## config.mk

```make
export PLATFORM = sky130hd
export DESIGN_NAME = led_fader
export DESIGN_NICKNAME = d
export VERILOG_FILES = /design/src/rtl/led_fader.sv
export SDC_FILE = /design/constraint.sdc
export NUM_CORES = 1
export LEC_CHECK = 0
export ABC_AREA = 0
export BUFFER_PORTS_ARGS = -buffer_cell sky130_fd_sc_hd__buf_2
export CELL_PAD_IN_SITES_DETAIL_PLACEMENT = 0
export CELL_PAD_IN_SITES_GLOBAL_PLACEMENT = 2
export CORE_MARGIN = 1
export CORE_UTILIZATION = 41
export CTS_CLUSTER_DIAMETER = 50
export DETAILED_ROUTE_END_ITERATION = 8
export PLACE_DENSITY_LB_ADDON = 0.1
export RECOVER_POWER = 25
export SLEW_MARGIN = 10
export SYNTH_ARGS = -nofsm -noshare
export SYNTH_HDL_FRONTEND = slang
export SYNTH_SLANG_ARGS = --single-unit
export TNS_END_PERCENT = 100
```

## constraint.sdc

```tcl
create_clock -name clk -period 2.9 [get_ports clk]
set_input_delay 0.58 -clock clk [delete_from_list [all_inputs] [get_ports clk]]
set_output_delay 0.58 -clock clk [all_outputs]
set_load 0.02 [all_outputs]
```

## src/rtl/led_fader.sv

```systemverilog
// Eight-channel LED driver: captured on/off pattern with PWM dimming and a
// timed linear fade-out for LEDs that switch off.
module led_fader #(
    parameter int unsigned FADE_DIV  = 250_000,
    parameter int unsigned FADE_STEP = 32
) (
    input  logic       clk,
    input  logic       rst,
    input  logic [7:0] pattern_in,
    input  logic       pattern_valid,
    input  logic       enable,
    output logic [7:0] leds_pwm,
    output logic       fading
);

    localparam int unsigned   PW        = (FADE_DIV > 1) ? $clog2(FADE_DIV) : 1;
    localparam logic [PW-1:0] PRESC_MAX = PW'(FADE_DIV - 1);
    localparam logic [7:0]    STEP      = 8'(FADE_STEP);
    localparam logic [7:0]    PWM_MAX   = 8'd254;

    logic [7:0]    r_pat;
    logic [7:0]    r_lvl [8];
    logic [7:0]    r_pwm_cnt;
    logic [PW-1:0] r_presc;
    logic [7:0]    r_leds;
    logic          r_fading;

    logic          w_tick;
    logic [7:0]    w_eff;
    logic [7:0]    w_lvl_nxt [8];
    logic [7:0]    w_pwm_bits;
    logic          w_fade_any;

    always_comb begin
        w_tick     = (r_presc == PRESC_MAX);
        w_eff      = pattern_valid ? pattern_in : r_pat;
        w_pwm_bits = '0;
        w_fade_any = 1'b0;
        w_lvl_nxt  = '{default: '0};
        for (int unsigned i = 0; i < 8; i++) begin
            w_pwm_bits[i] = enable & (r_pwm_cnt < r_lvl[i]);
            w_fade_any    = w_fade_any | (~r_pat[i] & (r_lvl[i] != 8'd0));
            // A lit bit wins over a tick; a dark bit decays from its pre-edge level.
            if (w_eff[i])
                w_lvl_nxt[i] = 8'hFF;
            else if (w_tick)
                w_lvl_nxt[i] = (r_lvl[i] > STEP) ? (r_lvl[i] - STEP) : '0;
            else
                w_lvl_nxt[i] = r_lvl[i];
        end
    end

    always_ff @(posedge clk or posedge rst) begin
        if (rst) begin
            r_pat     <= '0;
            r_lvl     <= '{default: '0};
            r_pwm_cnt <= '0;
            r_presc   <= '0;
            r_leds    <= '0;
            r_fading  <= 1'b0;
        end else begin
            r_pat     <= w_eff;
            r_lvl     <= w_lvl_nxt;
            r_pwm_cnt <= (r_pwm_cnt == PWM_MAX) ? '0 : r_pwm_cnt + 8'd1;
            r_presc   <= w_tick ? '0 : r_presc + PW'(1);
            r_leds    <= w_pwm_bits;
            r_fading  <= w_fade_any;
        end
    end

    assign leds_pwm = r_leds;
    assign fading   = r_fading;

endmodule

```

==> impl_results.md <==
* Final ANT Viol Nets at 0
* Final period utilization at 76.6%
* Slew headroom at -6.01%
* Reg2reg start: r_presc[0]
* Peak Freq at 0.450 GHz
* Max_cap viols at 1
* Hold-fix buffers, CTS at 0
* Pleak at approximately 2.7 nW
* Syn-to-layout area delta at 12.1%
* Minimum clock period at 2.22 ns
* Worst Hold Class: flip-flop to flip-flop
* Worst-path fanout max at 16
* Post-DP HPWL at around 8400 um
* IO Port Bufs at 20
* Vias per inst at ~5.6
* Hold_ws at 0.499 ns
* CP Launch Type: flip-flop
* Clock Tree Buf Depth at 2
* Detailed-route via count at 3698
* DR pass1 iterations at 4
* Mapped Area at around 5000 um^2
* Pwr Density at 423 nW/um^2
* Setup TNS at 0 ns
* Max Clock Skew at 0.00731 ns
* Num rows at 39
* Routed WL at 12100 um
* Outcome: finished, violations left
* Total grt overflow at 0
* Internal reg-to-reg setup slack at 0.68 ns
* Die area at about 12000 um^2
* RSZ-0062 raised after global routing: no
* Setup WS post-layout at 0.679 ns
* CTS H-tree depth at 3
* #FFs+latches synth at 75
* VDD IR max at 302 uV
* Root buf cell: clkbuf_16
* Setup Buffers After CTS at 0
* Reg-to-Reg End: r_lvl[45]
* Nature of the critical path endpoint: flip-flop
* CP arrival at 2.50 ns
* Area of the core at 11500 um^2
* Clock sink total at 75
* # resized after CTS at 0
* Iteration-0 DRC Markers at about 150
* Layout cells sized above 1 at 13.0%
* Final hold vios at 0
* Drc violations at 0
* Number of flops mapped to enable cells by yosys at 0
* Violated checks: capacitance limit, slew limit
* Final Net Count at 590
* Vias in the first global route at around 3900
* GR Util All Layers at between 20% and 30%
* Post-synthesis instance total at 481
* Syn_area_per_cell at just over 10 um^2
* Main flop type after synthesis: dfrtp_1
* Worst Tran Pin Value at around 1.6 ns
* Largest net degree at the start of global routing at 32
* Asr flop ratio synth at between 90% and 100%
* Ports at 21
* Seq/Total Area, Yosys at 38.6%
* DIE WIDTH at 111 um
* DR WL/cell at 18.3 um
* Hold Path Origin: r_presc[13]
* CP Launch Point: r_presc[0]
* Ant diodes at 0
* Final core utilization at 47.5%
* First-pass GRT wire length at 20700 um
* Post-Syn Nets at between 500 and 600
* Setup slack at placement at roughly 0.66 ns
* Hold Crit Depth at 1
* Synth warn at 0
* Die Y at 111 um
* Clock transition at path regs at 0.06 ns
* RePlAce Congestion at 0.781
* Setup crit end: r_lvl[45]
* Number of buffers created by CTS at 9
* Clock Latency Late Sink at 0.35 ns
* Library cells used by synthesis at 42
* FF-to-FF path depth at 6
* Initial antenna violation count at 0
* Worst Path Required at 3.18 ns
* Setup violators final at 0
* CTS tree: done
* Fin. max-slew vios at 31
* Initial core utilization at 42.4%
* Kind of critical path: flip-flop to flip-flop
* Tot Pwr at 0.00230 W
-- worst min path at each step --
stage,end,slack [ns]
2_1_floorplan,r_presc[0],0.46
3_3_place_gp,r_presc[0],0.48
3_5_place_dp,r_presc[13],0.49
4_1_cts,leds_pwm[0],0.30
5_1_grt,r_presc[0],0.53
6_report,r_presc[13],0.50
-- placed cells by master (no fill, tap or decap), drive strengths merged, types with 8 or more instances in the layout --
| cell | n |
|---|---|
| dfrtp | 75 |
| ha | 67 |
| nor2 | 51 |
| inv | 44 |
| buf | 29 |
| nor4 | 28 |
| a21oi | 22 |
| a211o | 22 |
| a21o | 20 |
| nand4 | 18 |
| o21ai | 13 |
| clkbuf | 11 |
| a31oi | 10 |
| xnor2 | 10 |
| xor2 | 9 |
| nand3 | 9 |
| nand2 | 8 |
| a211oi | 8 |
| a311o | 8 |
| nand2b | 8 |
| nor2b | 8 |
-- cell families after synthesis --
kind of cell	share of synthesized area, %
and+or+nand+nor	17.3
adders and majority gates	17.3
AOI/OAI and AO/OA	16.5
muxes	2.03
DFF	38.6
buffers and inverters	4.89
xor gates and xnor gates	3.42
-- Yosys cell counts (10+ instances only) --
cell	n	area, um^2
ha_1	67	838
a31oi_1	10	62.6
nor4_1	20	125
xnor2_1	10	87.6
a211o_1	22	193
dfrtp_1	75	1880
a21oi_1	22	110
nor2_1	50	188
nand4_1	18	113
a21o_1	20	150
inv_1	45	169
o21ai_0	10	50.1
-- stage by stage --
step           instances  area [um^2]
2_1_floorplan        481         4860
3_5_place_dp         643         5150
6_report             659         5450
4_1_cts              659         5450
5_1_grt              659         5450
3_3_place_gp         643         5150
-- final cells by class --
type	count	area [um^2]
clock buffers	11	243
clock inverters	5	52.6
fillers	1110	6020
inverters	45	170
multi-input cells	351	2750
flip-flops and latches	75	1880
well taps	143	179
repair buffers	29	180
-- power by group --
part / total, W / switching (W) / internal [W] / leakage [nW]
clock: 0.00113 / 0.000446 / 0.000685 / 0.145
combinational: 0.0000985 / 0.0000665 / 0.0000320 / 1.77
sequential: 0.00107 / 0.00000791 / 0.00106 / 0.810
total: 0.00230 / 0.000521 / 0.00178 / 2.73
-- critical path: stages, from the launching register on --
cell and delay [ns]:
dfrtp_1 0.40, ha_1 0.30, nand3_2 0.16, or4b_4 0.56, buf_4 0.24, a2111oi_2 0.35, a211o_1 0.14
-- per-layer routing --
metal | track usage, % | vias to the layer above | share of wire [%]
li1 | - | 1850 | -
met1 | 30.0 | 1782 | 50
met2 | 34.9 | 48 | 46
met3 | 3.12 | 18 | 2.5
met4 | 8.62 | 0 | 2.0
met5 | 0 | - | 0
-- state kept, by name (all words and copies together), names as in the netlist --
signal     cells
fading         1
leds_pwm       8
r_lvl         32
r_pat          8
r_presc       18
r_pwm_cnt      8
Power figures use the tool's default switching activity.
